$ cat src/rtl/mult_acc_pkg.sv
// Shared definitions for the mult_acc multiply-add/accumulate unit:
// op encodings and a latency helper for integrators and benches.
package mult_acc_pkg;

  // Operation select encodings.
  localparam logic [1:0] OP_ADD_C = 2'b00;  // p = c + a*b
  localparam logic [1:0] OP_SUB_C = 2'b01;  // p = c - a*b
  localparam logic [1:0] OP_ACC   = 2'b10;  // p = p + a*b
  localparam logic [1:0] OP_DEC   = 2'b11;  // p = p - a*b

  // Enabled cycles from in_valid sampled high to out_valid high.
  function automatic int mult_acc_latency(input int in_stages, input int m_stage);
    return in_stages + m_stage + 1;
  endfunction

endpackage

$ cat src/rtl/mult_acc_pipe.sv
// Clock-enable gated delay line carrying a valid bit and a small data word.
// DEPTH=0 degenerates to a straight wire.
module mult_acc_pipe #(
  parameter int DEPTH = 1,
  parameter int W     = 2
) (
  input  logic         clk,
  input  logic         rst,
  input  logic         ce,
  input  logic         in_valid,
  input  logic [W-1:0] in_data,
  output logic         out_valid,
  output logic [W-1:0] out_data
);

  generate
    if (DEPTH == 0) begin : g_wire
      assign out_valid = in_valid;
      assign out_data  = in_data;
    end else begin : g_regs
      logic [DEPTH-1:0]        valid_q, valid_d;
      logic [DEPTH-1:0][W-1:0] data_q, data_d;

      // Advance one stage per enabled cycle; everything holds while ce is low.
      always_comb begin
        // NOTE: every output of a combinational block gets a default first, so no path leaves it unassigned and no latch is inferred.
        valid_d = valid_q;
        data_d  = data_q;
        if (ce) begin
          valid_d[0] = in_valid;
          data_d[0]  = in_data;
          for (int i = 1; i < DEPTH; i++) begin
            valid_d[i] = valid_q[i-1];
            data_d[i]  = data_q[i-1];
          end
        end
      end

      // Stage registers; reset empties the line so in-flight beats are dropped.
      always_ff @(posedge clk or posedge rst) begin
        // NOTE: the data words are reset along with the valid bits only to keep them X-free; correctness relies on the valid bits alone.
        if (rst) begin
          // NOTE: state is written with non-blocking assignments so every flop samples pre-edge values regardless of block order.
          valid_q <= '0;
          data_q  <= '0;
        end else begin
          valid_q <= valid_d;
          data_q  <= data_d;
        end
      end

      assign out_valid = valid_q[DEPTH-1];
      assign out_data  = data_q[DEPTH-1];
    end
  endgenerate

endmodule

$ cat src/rtl/mult_acc.sv
// Pipelined signed multiply-add/accumulate: p = c +/- a*b or p = p +/- a*b.
// Optional feature macro: MULT_ACC_SAT_EN (saturate p on overflow instead of wrapping).
// Legal configurations require P_W >= A_W+B_W, P_W >= C_W, IN_STAGES in 0..2.
module mult_acc
  import mult_acc_pkg::*;
#(
  parameter int A_W       = 18,
  parameter int B_W       = 18,
  parameter int C_W       = 36,
  parameter int P_W       = 48,
  parameter int IN_STAGES = 1,
  parameter int M_STAGE   = 0
) (
  input  logic           clk,
  input  logic           rst,
  input  logic           ce,
  input  logic           in_valid,
  input  logic [1:0]     op,
  input  logic [A_W-1:0] a,
  input  logic [B_W-1:0] b,
  input  logic [C_W-1:0] c,
  output logic           out_valid,
  output logic [P_W-1:0] p,
  output logic           ovf
);

  localparam int PROD_W = A_W + B_W;
  localparam int OPD_W  = A_W + B_W + C_W;

  logic [OPD_W-1:0]         opd_s;
  logic signed [A_W-1:0]    a_s;
  logic signed [B_W-1:0]    b_s;
  logic signed [C_W-1:0]    c_s;
  logic signed [PROD_W-1:0] prod_s, prod_f;
  logic signed [C_W-1:0]    c_f;
  logic                     v_f;
  logic [1:0]               op_f;

  // Input operand stages (a, b, c packed together).
  generate
    if (IN_STAGES == 0) begin : g_in_comb
      assign opd_s = {a, b, c};
    end else begin : g_in_regs
      logic [IN_STAGES-1:0][OPD_W-1:0] opd_q, opd_d;

      // Shift operands one stage per enabled cycle.
      always_comb begin
        opd_d = opd_q;
        if (ce) begin
          opd_d[0] = {a, b, c};
          for (int i = 1; i < IN_STAGES; i++) opd_d[i] = opd_q[i-1];
        end
      end

      // Operand stage registers.
      always_ff @(posedge clk or posedge rst) begin
        if (rst) opd_q <= '0;
        else     opd_q <= opd_d;
      end

      assign opd_s = opd_q[IN_STAGES-1];
    end
  endgenerate

  assign {a_s, b_s, c_s} = opd_s;
  assign prod_s = a_s * b_s;

  // Optional product register; c rides alongside to stay aligned with its product.
  generate
    if (M_STAGE == 0) begin : g_m_comb
      assign prod_f = prod_s;
      assign c_f    = c_s;
    end else begin : g_m_reg
      logic signed [PROD_W-1:0] prod_q, prod_d;
      logic signed [C_W-1:0]    c_m_q, c_m_d;

      // Capture the product on enabled cycles.
      always_comb begin
        prod_d = prod_q;
        c_m_d  = c_m_q;
        if (ce) begin
          prod_d = prod_s;
          c_m_d  = c_s;
        end
      end

      // Product stage registers.
      always_ff @(posedge clk or posedge rst) begin
        if (rst) begin
          prod_q <= '0;
          c_m_q  <= '0;
        end else begin
          prod_q <= prod_d;
          c_m_q  <= c_m_d;
        end
      end

      assign prod_f = prod_q;
      assign c_f    = c_m_q;
    end
  endgenerate

  // valid and op travel with the operands through every stage.
  mult_acc_pipe #(
    .DEPTH (IN_STAGES + M_STAGE),
    .W     (2)
  ) u_pipe (
    .clk       (clk),
    .rst       (rst),
    .ce        (ce),
    .in_valid  (in_valid),
    .in_data   (op),
    .out_valid (v_f),
    .out_data  (op_f)
  );

  logic [P_W-1:0] p_q, p_d;
  logic           ovf_q, ovf_d;
  logic           out_valid_q, out_valid_d;
  logic [P_W:0]   addend, prod_x, sum;
  logic [P_W-1:0] res;
  logic           use_p, do_sub, sum_ovf;

  // P stage: one-bit-wide guard sum, overflow detect, optional saturation.
  always_comb begin
    use_p   = (op_f == OP_ACC) || (op_f == OP_DEC);
    do_sub  = (op_f == OP_SUB_C) || (op_f == OP_DEC);
    prod_x  = {{(P_W + 1 - PROD_W){prod_f[PROD_W-1]}}, prod_f};
    addend  = use_p ? {p_q[P_W-1], p_q} : {{(P_W + 1 - C_W){c_f[C_W-1]}}, c_f};
    sum     = do_sub ? (addend - prod_x) : (addend + prod_x);
    sum_ovf = sum[P_W] ^ sum[P_W-1];
`ifdef MULT_ACC_SAT_EN
    if (sum_ovf) res = sum[P_W] ? {1'b1, {(P_W-1){1'b0}}} : {1'b0, {(P_W-1){1'b1}}};
    else         res = sum[P_W-1:0];
`else
    res = sum[P_W-1:0];
`endif
  end

  // Result/flag update: only enabled cycles with a valid final-stage beat touch p and ovf.
  always_comb begin
    p_d         = p_q;
    ovf_d       = ovf_q;
    out_valid_d = out_valid_q;
    if (ce) begin
      out_valid_d = v_f;
      if (v_f) begin
        p_d = res;
        if (sum_ovf)     ovf_d = 1'b1;
        else if (!use_p) ovf_d = 1'b0;
      end
    end
  end

  // Output registers.
  always_ff @(posedge clk or posedge rst) begin
    if (rst) begin
      p_q         <= '0;
      ovf_q       <= 1'b0;
      out_valid_q <= 1'b0;
    end else begin
      p_q         <= p_d;
      ovf_q       <= ovf_d;
      out_valid_q <= out_valid_d;
    end
  end

  assign p         = p_q;
  assign ovf       = ovf_q;
  assign out_valid = out_valid_q;

endmodule

$ cat config.mk
export PLATFORM = sky130hd
export DESIGN_NAME = mult_acc
export DESIGN_NICKNAME = d
export VERILOG_FILES = /design/src/rtl/mult_acc_pkg.sv /design/src/rtl/mult_acc_pipe.sv /design/src/rtl/mult_acc.sv
export SDC_FILE = /design/constraint.sdc
export NUM_CORES = 1
export LEC_CHECK = 0
export CORE_ASPECT_RATIO = 2
export CORE_MARGIN = 2
export CORE_UTILIZATION = 55
export DETAILED_ROUTE_END_ITERATION = 10
export PLACE_DENSITY_LB_ADDON = 0.25
export SLEW_MARGIN = 30
export SYNTH_ARGS = -nofsm -noshare
export SYNTH_HDL_FRONTEND = slang
export SYNTH_SLANG_ARGS = --single-unit
$ cat constraint.sdc
create_clock -name clk -period 18.6 [get_ports clk]
set_input_delay 3.72 -clock clk [delete_from_list [all_inputs] [get_ports clk]]
set_output_delay 3.72 -clock clk [all_outputs]
set_load 0.1 [all_outputs]
After elaboration in Yosys (flattened, before gate mapping)
Cells that the tools add are included.
Widths: inputs -> output; s select.
- bits in registers: 125
- input bits: 78
- word-level logic and storage cells: 22
- add/sub/neg operators: 2
- $mul: 1
- eq/ne operators: 4
- mux-type cells: 4
- bitwise gates (word level): 1
- reduce and logical (&&, ||, !) cells: 4
- operator list (kind ; count):
    $mux 49 ; 2
    $add 49x49->49 ; 1
    $sub 49x49->49 ; 1
    $mul 18x18->36 ; 1
    $eq 2x2->1 const B ; 2
    $reduce_and 3->1 ; 1
    $eq 2x1->1 const B ; 1
    $logic_or 1x1->1 ; 2
    $mux 1 ; 2
    $ne 2x1->1 const B ; 1
    $reduce_and 2->1 ; 1
    $xor 1x1->1 ; 1

Logic depth before layout (Yosys ltp)
Gate-level depths: netlist of the first run.
- depth after elaboration: 8
- mapped depth: 40
- depth with buffers taken out: 38

Cells and area by module
Synthesis of the first run repeated with hierarchy kept, for this count alone.
- cells, all modules: 2233
- area, all modules: 20672.3 um^2
- modules (own cells, without submodules) (module ; times used ; cells each ; area each (um^2)):
    mult_acc ; 1 ; 2226 ; 20559.7
    mult_acc_pipe ; 1 ; 7 ; 112.6

Worst setup path after synthesis of the first run
Ideal clock, no wire load.
- path type: register to register
- from: register g_in_regs.opd_q[71] (netlist bit)
- to: register ovf_q, in the netlist ovf
- library setup time: 0.119 ns
- arrival: 9.285 ns
- data required time: 18.481 ns
- path slack: 9.196 ns
- cell stages (with the launch flop): 39
- buffers on the path: 3
- period minus slack after synthesis: 9.404 ns
- cells stage by stage: dfrtp_1 -> clkbuf_1 -> clkbuf_1 -> nand2_1 -> fa_1 -> inv_1 -> fa_1 -> inv_1 -> fa_1 -> inv_1 -> fa_1 -> fa_1 -> inv_1 -> fa_1 -> inv_1 -> ha_1 -> clkbuf_1 -> a211oi_1 -> [3 not listed] -> nand2_1 -> xor2_1 -> or4b_4 -> nor4_4 -> a21oi_1 -> xnor2_1 -> ha_1 -> and3_1 -> and3_1 -> a31oi_1 -> o21ai_0 -> a41oi_1 -> a211o_1 -> a21oi_1 -> a211oi_1 -> xor2_1 -> xnor3_1 -> a21bo_1
- longest elaborated chain between the ends: 6
- elaborated cells between the ends (all ways): 8
- classes of those cells: add/sub (2); mul (1); eq/ne (1); mux (2); bitwise (1); reduce/logical (1)
- RTL lines (item ; RTL line ; source):
    from (decl) ; mult_acc.sv:44 ; logic [IN_STAGES-1:0][OPD_W-1:0] opd_q, opd_d;
    from (signal assigned) ; mult_acc.sv:58 ; else opd_q <= opd_d;
    $mul 18x18->36 * ; mult_acc.sv:66 ; assign prod_s = a_s * b_s;
    $add 49x49->49 / $sub 49x49->49 (equally long branches) ; mult_acc.sv:130 ; sum = do_sub ? (addend - prod_x) : (addend + prod_x);
    $mux 49 * ; mult_acc.sv:130 ;
    $xor 1x1->1 * ; mult_acc.sv:131 ; sum_ovf = sum[P_W] ^ sum[P_W-1];
    $ne 2x1->1 (no source line) ; -- ;
    $reduce_and 3->1 (no source line) ; -- ;
    to (signal assigned) ; mult_acc.sv:163 ; ovf_q <= ovf_d;
    to (decl) ; mult_acc.sv:118 ; logic ovf_q, ovf_d;
Mark *: on every way between the ends. The rest lies on a longest branch, timed or not.
A chain may end at the register's enable or synchronous reset.

Final worst setup path of the first run
Same ends and word-level chain as after synthesis.

==> results by group, run 1 <==
Global routing
  – All-Layer GR Usage: 28.8%
  – Grt total ovfl: 0
  – First-pass GRT wire length: 88300 um
  – Largest net degree at the start of global routing: 72
  – Vias in the first global route: 17.3k
  – Antenna violations before repair: 0

Synth
  – Largest family of logic cells by synthesized area: adder cells
  – Share of the synthesized area in the top cell type: 31.8%
  – Post-Synth Adder-Cell Area: 40.4%
  – Top-count cell post-synth: inv_1
  – Syn Area/Cell: 9.24 sq um
  – Mux cell area share after synthesis: 6.40%
  – Synth Warn #: 0
  – Syn nets: 2797
  – Commonest cells in the netlist: inv_1, fa_1, nand2_1
  – Post-Synth Simple-Gate Area: 14.4%
  – Number of enable flip-flop cells after synthesis: 0
  – Post-Syn Instances: 2247
  – Xor and xnor area share after synthesis: 4.87%
  – Seq/Total Area, Yosys: 15.1%
  – Primary FF master, synth: dfrtp_1
  – Synthesized flop and latch total: 125
  – Area leader, netlist: fa_1
  – Synthesized area: 20800 sq um
  – Unique masters post-synth: 76
  – Post-synth ARST share: 100%
  – Complex-gate fraction of the synthesized area: 9.96%
  – Top post-synthesis cells by area: fa_1, dfrtp_1, ha_1

STA
  – Rel. slew slack: 30.8%
  – Maximum clock rate: 95.3 MHz
  – Endpoints failing setup: 0
  – Hold Vio Cnt, Final: 0
  – Final setup TNS: 0 ps
  – Clock skew: 14.9 ps
  – Worst slew pin tran: 1040 ps
  – Clock period minus worst slack: 10490 ps
  – RSZ-0062 raised after global routing: false
  – Slew Limit Fails: 0
  – Fin crit share: 56.4%

Clock tree
  – CTS-repair resized insts: 0
  – Clk Tree Root Cell: clkbuf_16
  – Clk buf depth: 2
  – Post-CTS Hold Fix Bufs: 0
  – H-tree levels: 4
  – Cts bufs inserted: 17
  – # Post-CTS Setup Buffers: 0
  – Clock Sinks: 125
  – Clk_lat worst skew: 460 ps
  – Clock-pin slew on the worst setup and hold paths: 70 ps
  – CTS tree: done

Worst setup path
  – Kind of critical path: flip-flop to flip-flop
  – Slowest-stage cell, CP: dfrtp_1
  – Bufs and invs on worst path: 6
  – CP peak stage delay: 750 ps
  – Largest fanout on the critical path: 19
  – Critical path's top delay family: adder cells
  – CP required: 18950 ps
  – Worst Path Arrival: 10840 ps
  – Crit start category: flip-flop
  – CP Capture Type: flip-flop

Flow run
  – Max cap viols: 0

Routing
  – Via density: 5.67
  – DR WL/cell: 19.3 um
  – Drt drc: 0
  – DR vias: 15.7k
  – First DRT Iteration DRCs: 622
  – DRT Pass-1 Iters: 5
  – Total Wirelength: 53400 um
  – ANT nets after route: 0

Place
  – Post-Place Cell Area: 22300 sq um
  – PortBufs: 127
  – GPL Wtd Cong: 0.904
  – HPWL Detailed: 43100 um

Layout
  – Share of cells above drive strength 1: 7.62%
  – Antenna cell count: 0
  – Post-Layout Inst Area: 22900 sq um
  – Final #Nets: 2848
  – P&R area growth vs syn: 10.2%

Floorplanning
  – Row cnt: 100
  – Io pins: 128
  – Die ar.: 39400 sq um
  – Die height: 279 um
  – Initial core utilization: 55.7%
  – Core Area: 37300 sq um
  – Die width: 141 um

Outcome
  – Status: finished, final reports clean

Worst hold path
  – Tightest Hold Check Type: flip-flop to flip-flop
==> tightest hold or removal path: stages, from the launching register on <==
cell and delay [ps]:
dfrtp_1 360, nand2_1 50, o21ai_0 60
==> flip-flops by register name (all words and copies together), names as in the netlist <==
name / flops
out_valid: 1
ovf: 1
u_pipe.out_valid: 1
p: 48
u_pipe.out_data: 2
g_in_regs.opd_q: 72
==> stage by stage <==
step	setup slack [ps]	cells	hold slack, ps	util (%)
after global placement	8370	2738	487	59.8
final	8110	2770	504	61.4
after global routing	7320	2770	523	61.4
after floorplan	9200	2247	477	-
after detailed placement	8130	2738	493	59.8
after CTS	8100	2770	508	61.4
==> worst paths after layout <==
check / start / to / slack, ps / cells after the start
worst min register to register: p[36] / p[36] / 500 / 2
worst min-delay path: p[36] / p[36] / 500 / 2
worst max-delay path: g_in_regs.opd_q[71] / ovf / 8110 / 36
max in group asynchronous: rst / u_pipe.out_data[1] / 13800 / 3
worst max register to register: g_in_regs.opd_q[71] / ovf / 8110 / 36
min in group asynchronous: rst / g_in_regs.opd_q[15] / 3740 / 2
==> layer usage <==
metal	global-route usage, %	routed length, um	vias up
li1	-	-	7212
met1	31.5	19200	7884
met2	53.7	29300	436
met3	3.34	1880	170
met4	15.2	3040	0
met5	0	0	-
==> kinds of logic after synthesis <==
kind of cell | count (synthesis)
AO/OA/AOI/OAI | 319
XOR/XNOR | 113
adder cells (fa/ha/maj) | 472
buffers and inverters | 495
flip-flops | 125
multiplexers | 119
AND/OR/NAND/NOR | 604
==> placed cells by master, fill, tap and decap left out, types with 7 or more instances in the layout <==
master / count
a211oi_1: 10
a21o_1: 34
a21oi_1: 78
a31oi_1: 17
and2_1: 174
and3_1: 12
buf_4: 8
clkbuf_16: 17
clkdlybuf4s50_1: 126
dfrtp_1: 124
fa_1: 330
ha_1: 142
inv_1: 391
inv_6: 7
mux2_2: 110
mux2i_1: 9
nand2_1: 260
nand2b_1: 16
nand3_1: 16
nor2_1: 63
nor2b_1: 7
nor3_1: 16
o211ai_1: 11
o21a_1: 16
o21ai_0: 83
o21bai_1: 7
o31ai_1: 7
xnor2_1: 66
xor2_1: 45
==> layout make-up <==
| class | instances | area [sq um] |
|---|---|---|
| multi-input combinational | 1627 | 15800 |
| timing repair buffer | 135 | 1330 |
| sequential | 125 | 3130 |
| clock inverter | 13 | 140 |
| tap | 459 | 574 |
| inverter | 392 | 1480 |
| clock buffer | 19 | 453 |
| fill | 3263 | 14400 |
Power of run 1 is left out: the tool's default activity adds up to more than one toggle a clock period on the data nets, which glitch-free logic cannot reach.
==> inputs of run 2 (changes only) <==
==> constraint.sdc (replaced) <==
create_clock -name clk -period 9.4 [get_ports clk]
set_input_delay 1.88 -clock clk [delete_from_list [all_inputs] [get_ports clk]]
set_output_delay 1.88 -clock clk [all_outputs]
set_load 0.1 [all_outputs]
==> run 2 against run 1 <==
The run now ends with DRC left. First-iteration DRC count increased by 3.9%. Final area increased by 7.6%. Maximum frequency increased by 14%. Worst hold slack got worse by 1.3 ps. Final cell count increased by 6.0%. Clock skew increased by 2.5 ps. Via count increased by 3.7%.
==> results by group, run 2 (same netlist as run 1, synthesis figures left out) <==
Outcome
  – Status: complete, but fails checks
  – Failing checks: DRC

Layout
  – Commonest cells after routing, fill and taps aside: inv_1, fa_1, nand2_1, and2_1, buf_4
  – P&R area growth vs syn: 18.5%
  – Commonest non-fill, non-tap cell in the layout: inv_1
  – FILL cells: 3012 (-7.7%)
  – Reg with most FFs: g_in_regs.opd_q
  – Largest register FFs: 72 (unchanged)
  – Share of cells above drive strength 1: 18.3% (+11 points)
  – Antenna cell count: 0 (unchanged)
  – Final #Nets: 3013 (+5.8%)

Floorplanning
  – Io pins: 128 (unchanged)
  – Die width: 141 um (unchanged)
  – Core Area: 37300 sq um (unchanged)
  – Die ar.: 39400 sq um (unchanged)
  – Die height: 279 um (unchanged)
  – Row cnt: 100 (unchanged)
  – Initial core utilization: 55.7% (unchanged)

Worst setup path
  – CP peak stage delay: 560 ps (-190 ps)
  – CP required: 9730 ps (-9220 ps)
  – Crit start category: flip-flop
  – Kind of critical path: flip-flop to flip-flop
  – Cell mode on critical path: fa_1
  – Largest fanout on the critical path: 6 (-13)
  – Worst Path Arrival: 9560 ps (-1280 ps)
  – CP Capture Type: flip-flop
  – Slowest-stage cell, CP: fa_1

Global routing
  – First-pass GRT wire length: 89900 um (+1.9%)
  – Vias in the first global route: 18.5k (+6.7%)
  – Antenna violations before repair: 0 (unchanged)
  – All-Layer GR Usage: 28.9% (+0.11 points)
  – Largest net degree at the start of global routing: 97 (+35%)
  – Grt total ovfl: 0 (unchanged)

Place
  – GPL Wtd Cong: 0.971 (+7.5%)
  – HPWL Detailed: 44300 um (+2.9%)
  – PortBufs: 127 (unchanged)

Worst hold path
  – Tightest Hold Check Type: flip-flop to flip-flop

Clock tree
  – Post-CTS Hold Fix Bufs: 0 (unchanged)
  – Clk Tree Root Cell: clkbuf_16
  – Clock-pin slew on the worst setup and hold paths: 60 ps (about the same)
  – Clock Sinks: 125 (unchanged)
  – Clk_lat worst skew: 450 ps (about the same)
  – CTS tree: done
  – Cts bufs inserted: 17 (unchanged)
  – H-tree levels: 4 (unchanged)
  – Clk buf depth: 2 (unchanged)

Flow run
  – Max cap viols: 0 (unchanged)

Routing
  – DR vias: 16.3k (+3.7%)
  – Total Wirelength: 54400 um (+1.8%)
  – Drt drc: 2 (+2)
  – DR WL/cell: 18.5 um (-3.9%)
  – DRT Pass-1 Iters: 8 (+3)
  – ANT nets after route: 0 (unchanged)
  – First DRT Iteration DRCs: 646 (+3.9%)
  – Via density: 5.55 (-2.1%)

STA
  – Maximum clock rate: 108 MHz (+14%)
  – Slew Limit Fails: 0 (unchanged)
  – Clock period minus worst slack: 9230 ps (-1270 ps)
  – Clock skew: 17.5 ps (+2.55 ps)
  – Rel. slew slack: 30.3% (-0.47 points)
  – Hold Vio Cnt, Final: 0 (unchanged)
  – Worst slew pin tran: 1040 ps (+6.99 ps)
  – Final setup TNS: 0 ps (unchanged)
  – Fin crit share: 98.2% (+42 points)
  – RSZ-0062 raised after global routing: true
  – Endpoints failing setup: 0 (unchanged)
==> run 2: cell count changes in the layout (fill, tap and decap cells not counted), sizes merged <==
cell           before  now
clkinvlp            2    3
clkinv              1    2
buf                 9  174
clkbuf             19   18
clkdlybuf4s50     126  125
==> run 2: worst max-delay path: cells and delay by family (launching register included) <==
family,cells,cell delay (ps)
adder cells (fa/ha/maj),8,3540
AO/OA/AOI/OAI,7,1300
XOR/XNOR,4,990
buffers and inverters,7,660
AND/OR/NAND/NOR,10,2150
flip-flops,1,480
==> run 2: what timing repair did <==
item,in CTS,in global routing
endpoints found under the setup margin,5,13
setup buffers,4,34
hold endpoints to repair,0,0
pin swaps,2,62
gates resized for setup,16,126
==> run 2: path summary, 6_finish.rpt <==
| check | from | endpoint | slack [ps] | cells past startpoint |
|---|---|---|---|---|
| max | g_in_regs.opd_q[70] | ovf | 170 | 36 |
| min | g_in_regs.opd_q[25] | g_in_regs.opd_q[25] | 500 | 1 |
| max reg2reg | g_in_regs.opd_q[70] | ovf | 170 | 36 |
| min reg2reg | g_in_regs.opd_q[25] | g_in_regs.opd_q[25] | 500 | 1 |
| max in group asynchronous | rst | g_in_regs.opd_q[27] | 6360 | 4 |
| min in group asynchronous | rst | g_in_regs.opd_q[9] | 1900 | 2 |
==> run 2: cell type report <==
cell class	instances	area, sq um	share of cell area (%)
tap	459	574	2.33
sequential	125	3160	12.8
timing repair buffer	300	2660	10.8
multi-input combinational	1627	16100	65.6
inverter	392	1480	6.00
clock inverter	15	171	0.696
clock buffer	17	425	1.73
==> run 2: stage by stage <==
step	util, %	instance area [sq um]	cells	worst slack (ps)	hold slack (ps)
6_report	66.0	24600	2935	173	502
2_1_floorplan	-	20800	2247	7.11	477
3_5_place_dp	62.4	23300	2864	-172	492
4_1_cts	64.2	23900	2900	-23.4	507
5_1_grt	66.0	24600	2935	-127	520
3_3_place_gp	62.4	23300	2864	-53.9	487
==> run 2: layer usage <==
layer	share of wire, %	global-route usage, %	up-vias
li1	-	-	7550
met1	35	30.2	8111
met2	56	55.0	422
met3	3.2	3.24	207
met4	6.3	16.2	0
met5	0	0	-
Power of run 2 is left out for the same reason.
